**src/rtl/div_pkg.sv**
```systemverilog
// Shared types and constants for the sequential divider.
package div_pkg;

   // Default operand/result width; the iteration count equals this width.
   localparam int DIV_WIDTH = 32;

   typedef enum logic [1:0] {
      IDLE,
      CALC,
      FIX
   } div_state_t;

endpackage

```
**src/rtl/div_step.sv**
```systemverilog
// One radix-2 restoring step: shift in the next dividend bit, try to
// subtract the divisor, and keep the difference only when it is non-negative.
module div_step #(
   parameter int WIDTH = 32
) (
   input  logic [WIDTH-1:0] rem_in,
   input  logic             dvd_msb,
   input  logic [WIDTH-1:0] divisor,
   output logic [WIDTH-1:0] rem_out,
   output logic             q_bit
);

   logic [WIDTH:0] shifted;
   logic [WIDTH:0] trial;

   // The partial remainder stays below the divisor, so WIDTH+1 bits hold the
   // shifted value and the trial difference without losing the borrow.
   assign shifted = {rem_in, dvd_msb};
   assign trial   = shifted - {1'b0, divisor};
   assign q_bit   = ~trial[WIDTH];
   assign rem_out = q_bit ? trial[WIDTH-1:0] : shifted[WIDTH-1:0];

endmodule

```
**src/rtl/seq_divider.sv**
```systemverilog
// Multi-cycle radix-2 restoring divider (signed/unsigned) with a
// start/busy/done handshake and flush abort. Fixed latency of WIDTH+2 cycles
// from the accept cycle to the done pulse, for every operand pair.
module seq_divider
   import div_pkg::*;
#(
   parameter int WIDTH = DIV_WIDTH
) (
   input  logic             clk,
   input  logic             rst,
   input  logic             start,
   input  logic             is_signed,
   input  logic [WIDTH-1:0] dividend,
   input  logic [WIDTH-1:0] divisor,
   input  logic             flush,
   output logic             busy,
   output logic             done,
   output logic [WIDTH-1:0] quotient,
   output logic [WIDTH-1:0] remainder,
   output logic             div_by_zero,
   output logic             overflow
);

   localparam int CW = (WIDTH > 1) ? $clog2(WIDTH) : 1;
   localparam logic [WIDTH-1:0] MIN_VAL = {1'b1, {(WIDTH-1){1'b0}}};

   div_state_t       state;
   div_state_t       next_state;
   logic [CW-1:0]    count;
   logic [WIDTH-1:0] rem;        // partial remainder
   logic [WIDTH-1:0] dvd;        // |dividend| shifting out, quotient shifting in
   logic [WIDTH-1:0] dsr;        // |divisor|
   logic [WIDTH-1:0] orig;       // untouched dividend, returned on divide-by-zero
   logic             sign_quo;
   logic             sign_rem;
   logic             dz_pend;
   logic             ovf_pend;

   logic [WIDTH-1:0] dividend_abs;
   logic [WIDTH-1:0] divisor_abs;
   logic [WIDTH-1:0] step_rem;
   logic             step_q;

   // Magnitudes are unsigned WIDTH bits, so -MIN maps onto 2^(WIDTH-1) exactly.
   assign dividend_abs = (is_signed && dividend[WIDTH-1]) ? -dividend : dividend;
   assign divisor_abs  = (is_signed && divisor[WIDTH-1])  ? -divisor  : divisor;

   assign busy = (state == CALC) || (state == FIX);

   div_step #(.WIDTH(WIDTH)) u_step (
      .rem_in  (rem),
      .dvd_msb (dvd[WIDTH-1]),
      .divisor (dsr),
      .rem_out (step_rem),
      .q_bit   (step_q)
   );

   // State register.
   always_ff @(posedge clk or posedge rst) begin
      // NOTE: sequential state uses non-blocking assignments so every register
      // samples pre-edge values regardless of block ordering.
      if (rst) state <= IDLE;
      else     state <= next_state;
   end

   // Next-state logic; flush returns to IDLE from any state and beats start.
   always_comb begin
      // NOTE: default assigned first so no path leaves next_state unassigned
      // (which would infer a latch).
      next_state = state;
      if (flush) begin
         next_state = IDLE;
      end else begin
         case (state)
            IDLE:    if (start) next_state = CALC;
            CALC:    if (count == '0) next_state = FIX;
            FIX:     next_state = IDLE;
            default: next_state = IDLE;
         endcase
      end
   end

   // Operand capture, iteration datapath and result registers.
   always_ff @(posedge clk or posedge rst) begin
      if (rst) begin
         count       <= '0;
         rem         <= '0;
         dvd         <= '0;
         dsr         <= '0;
         orig        <= '0;
         sign_quo    <= 1'b0;
         sign_rem    <= 1'b0;
         dz_pend     <= 1'b0;
         ovf_pend    <= 1'b0;
         done        <= 1'b0;
         quotient    <= '0;
         remainder   <= '0;
         div_by_zero <= 1'b0;
         overflow    <= 1'b0;
      end else begin
         done <= 1'b0;
         if (!flush) begin
            case (state)
               IDLE: begin
                  if (start) begin
                     dvd      <= dividend_abs;
                     dsr      <= divisor_abs;
                     orig     <= dividend;
                     sign_quo <= is_signed & (dividend[WIDTH-1] ^ divisor[WIDTH-1]);
                     sign_rem <= is_signed & dividend[WIDTH-1];
                     dz_pend  <= (divisor == '0);
                     ovf_pend <= is_signed && (dividend == MIN_VAL) && (divisor == '1);
                     rem      <= '0;
                     count    <= CW'(WIDTH - 1);
                  end
               end
               CALC: begin
                  rem   <= step_rem;
                  dvd   <= {dvd[WIDTH-2:0], step_q};
                  count <= count - CW'(1);
               end
               FIX: begin
                  if (dz_pend) begin
                     quotient  <= '1;
                     remainder <= orig;
                  end else if (ovf_pend) begin
                     quotient  <= MIN_VAL;
                     remainder <= '0;
                  end else begin
                     quotient  <= sign_quo ? -dvd : dvd;
                     remainder <= sign_rem ? -rem : rem;
                  end
                  div_by_zero <= dz_pend;
                  overflow    <= ovf_pend;
                  done        <= 1'b1;
               end
               default: ;
            endcase
         end
      end
   end

endmodule

```
**config.mk**
```make
export PLATFORM = sky130hd
export DESIGN_NAME = seq_divider
export DESIGN_NICKNAME = d
export VERILOG_FILES = /design/src/rtl/div_pkg.sv /design/src/rtl/div_step.sv /design/src/rtl/seq_divider.sv
export SDC_FILE = /design/constraint.sdc
export NUM_CORES = 1
export LEC_CHECK = 0
export BUFFER_PORTS_ARGS = -buffer_cell sky130_fd_sc_hd__buf_2
export CAP_MARGIN = 20
export CORE_ASPECT_RATIO = 1.5
export CORE_MARGIN = 3
export CORE_UTILIZATION = 54
export DETAILED_ROUTE_END_ITERATION = 10
export PLACE_DENSITY = 0.83
export SLEW_MARGIN = 0
export SYNTH_ARGS = -nofsm -noshare
export SYNTH_HDL_FRONTEND = slang
export SYNTH_SLANG_ARGS = --single-unit
```
**constraint.sdc**
```tcl
create_clock -name clk -period 8.65 [get_ports clk]
set_clock_uncertainty 0.1 [all_clocks]
set_input_delay 2.595 -clock clk [delete_from_list [all_inputs] [get_ports clk]]
set_output_delay 2.595 -clock clk [all_outputs]
set_load 0.005 [all_outputs]
```
==> flow_metrics.env <==
export IMPL_fmaxAchievable_mhz=215
export IMPL_core_area_mm2=0.0233
export IMPL_reg2reg_slack_ns=4.72
export IMPL_htree_num_levels=1
export IMPL_period_share=0.538
export IMPL_yosysMostFrequentCell="dfrtp_1"
export IMPL_drt_wl_total_um=33800
export IMPL_port_buffers=136
export IMPL_grt_use_total=0.250
export IMPL_io_pins=137
export IMPL_cts_tree="done"
export IMPL_timing_final_crit_period_ns=4.65
export IMPL_synth_edf_count=0
export IMPL_critPathMaxFanout=5
export IMPL_synth_ff_type="dfrtp_1"
export IMPL_dieArea_mm2=0.0259
export IMPL_grt_pass1_vias=10888
export IMPL_crit_chain="buf_2 > nor4_1 > nand3_1 > nor3_1 > and3_1 > and2_1 > a21oi_1 > xnor2_1 > o21ai_0"
export IMPL_nets=1690
export IMPL_grt_overflow=0
export IMPL_clk_pin_slew_ns=0.06
export IMPL_crit_required_ns=8.90
export IMPL_grt_start_max_net_pins=138
export IMPL_synth_fp_nets=1603
export IMPL_critPathArrivalTime_ns=4.90
export IMPL_worst_skew_pair_late_latency_ns=0.51
export IMPL_initial_core_util=0.555
export IMPL_clock_sinks=206
export IMPL_synthArstFlopShare=1.00
export IMPL_power_total_w=0.00466
export IMPL_dpl_cell_area_mm2=0.0138
export IMPL_critPathLaunchType="primary input"
export IMPL_synth_area_leader_cell="dfrtp_1"
export IMPL_critPathKind="in -> reg"
export IMPL_drive_gt1_frac=0.141
export IMPL_cts_setup_buffers=0
export IMPL_cts_buffers=21
export IMPL_worst_pin_slew_ns=1.07
export IMPL_status="finished, final reports clean"
export IMPL_antenna_found_initial=3
export IMPL_leakage_nw=6.55
export IMPL_ant_nets=0
export IMPL_hold_viol=0
export IMPL_yosys_top_cells_count="206 x dfrtp_1, 172 x nand2_1, 131 x nor2_1, 117 x o21ai_0, 110 x a21oi_1"
export IMPL_dieWidth_um=132
export IMPL_cts_resized=0
export IMPL_synth_seq_cells=206
export IMPL_postCtsHoldBufs=0
export IMPL_syn_inst=1490
export IMPL_area_delta_synth_final_pct=11.3
export IMPL_avgViaCountPerCell=6.00
export IMPL_rows=68
export IMPL_synth_warnings=0
export IMPL_synth_cell_area_mm2=0.0129
export IMPL_gp_congestion=0.947
export IMPL_wl_per_cell_um=17.7
export IMPL_hold_class="reg -> reg"
export IMPL_grt_pass1_wl_um=54000
export IMPL_root_buffer="clkbuf_16"
export IMPL_setup_violations=0
export IMPL_finalMaxSlewViolations=0
export IMPL_die_y_um=196
export IMPL_crit_path_max_incr_delay_ns=0.66
export IMPL_ys_seq_area_frac=0.398
export IMPL_vdd_ir_drop_max_v=0.000146
export IMPL_max_cap_violations=0
export IMPL_power_density_mw_per_mm2=323
export IMPL_avgSynthCellArea_um2=8.69
export IMPL_grt_setup_unrepaired="no"
export IMPL_max_slew_margin=0.279
export IMPL_clockBufferDepth=3
export IMPL_ys_top_cells_by_area="dfrtp_1 40%, xor2_1 6.0%, nand2_1 5.0%, o21ai_0 4.5%, a21oi_1 4.3%"
export IMPL_synth_top_area_share=0.398
export IMPL_drtIter0Drc=1067
export IMPL_crit_slowest_cell="nor4_1"
export IMPL_cp_end_kind="register"
export IMPL_synth_distinct_cells=59
export IMPL_vias=11464
export IMPL_firstDrtPassIters=7
export IMPL_final_setup_tns_ns=0
export IMPL_fin_area_mm2=0.0144
export IMPL_hpwlAfterDp_um=24700
export IMPL_drc=0
[through the flow]
step	worst slack [ns]	hold WS [ns]	instances	util
final	4.00	0.368	1910	0.618
after global routing	3.88	0.407	1910	0.618
after CTS	4.04	0.374	1907	0.618
after detailed placement	3.54	0.359	1869	0.590
after global placement	3.62	0.358	1869	0.590
after floorplan	0.331	0.350	1490	-
[metal layers]
layer,wire [um],vias up,share of wire,GRT usage
met5,0,-,0,0
met4,1830,0,0.054,0.128
met3,1640,94,0.049,0.0278
met2,17000,385,0.50,0.446
met1,13200,5475,0.39,0.296
li1,-,5510,-,-
[report_power, final]
| group | internal, W | total (W) | switching (W) |
|---|---|---|---|
| Sequential | 0.00124 | 0.00157 | 0.000333 |
| Clock | 0.000478 | 0.000854 | 0.000376 |
| Combinational | 0.000895 | 0.00223 | 0.00134 |
[state kept, by name, summed over array words and instances (netlist names)]
signal / count
count: 5
div_by_zero: 1
done: 1
dsr: 32
dvd: 32
dz_pend: 1
orig: 32
overflow: 1
ovf_pend: 1
quotient: 32
rem: 32
remainder: 32
sign_quo: 1
sign_rem: 1
state: 2
[logic make-up after synthesis]
group | Yosys count | share of synthesized area
compound gates | 423 | 0.207
simple gates | 488 | 0.175
buf+inv | 144 | 0.0458
fa+ha+maj | 44 | 0.0431
xor+xnor | 149 | 0.101
mux | 36 | 0.0305
flops | 206 | 0.398
[cell usage in the layout, fill, tap and decap left out, types with 5 or more instances in the layout]
cell,synthesis,routed
nand3_1,44,44
and2_1,10,10
a21o_1,8,8
nand2b_1,15,14
a21oi_1,110,110
clkbuf_1,73,7
buf_2,0,136
o211ai_1,11,11
o22a_1,20,20
nand2_1,172,172
o21a_1,7,7
a221oi_1,9,9
mux2_2,28,28
o41ai_1,15,15
nor3_1,29,28
o311ai_0,25,25
xnor2_1,60,60
o21ai_0,117,117
and3_1,12,12
nor2b_1,5,5
or3_1,7,7
nand3b_1,5,5
dfrtp_1,206,206
o31ai_1,26,26
mux2i_1,8,8
inv_1,60,58
buf_4,0,12
or4_1,12,12
clkbuf_16,0,21
nand4_1,13,13
a22oi_1,12,12
xor2_1,89,89
nor2_1,131,130
o22ai_1,36,36
ha_1,43,43
nor4_1,16,16
[layout make-up]
type	count	area [um^2]
Antenna cell	3	7.51
Inverter	60	233
Tap cell	315	394
Sequential cell	206	5150
Clock inverter	7	47.5
Fill cell	2015	8900
Multi-Input combinational cell	1140	7210
Clock buffer	31	593
Timing Repair Buffer	148	771
[critical path, delay by kind of cell]
family                 cells  cell delay, ns
AO/OA/AOI/OAI              2            0.17
XOR/XNOR                   1            0.16
buffers and inverters      1            0.12
AND/OR/NAND/NOR            5            1.85
[path summary, 6_finish.rpt]
path / start / end / cells after the start
worst max register to register: dvd[31] / rem[17] / 13
min in group asynchronous: rst / count[4] / 2
max in group asynchronous: rst / quotient[26] / 3
worst max-delay path: divisor[4] / dsr[30] / 9
worst min register to register: quotient[2] / quotient[2] / 2
worst min-delay path: quotient[2] / quotient[2] / 2
No activity file was read; power rests on OpenSTA's default activity.
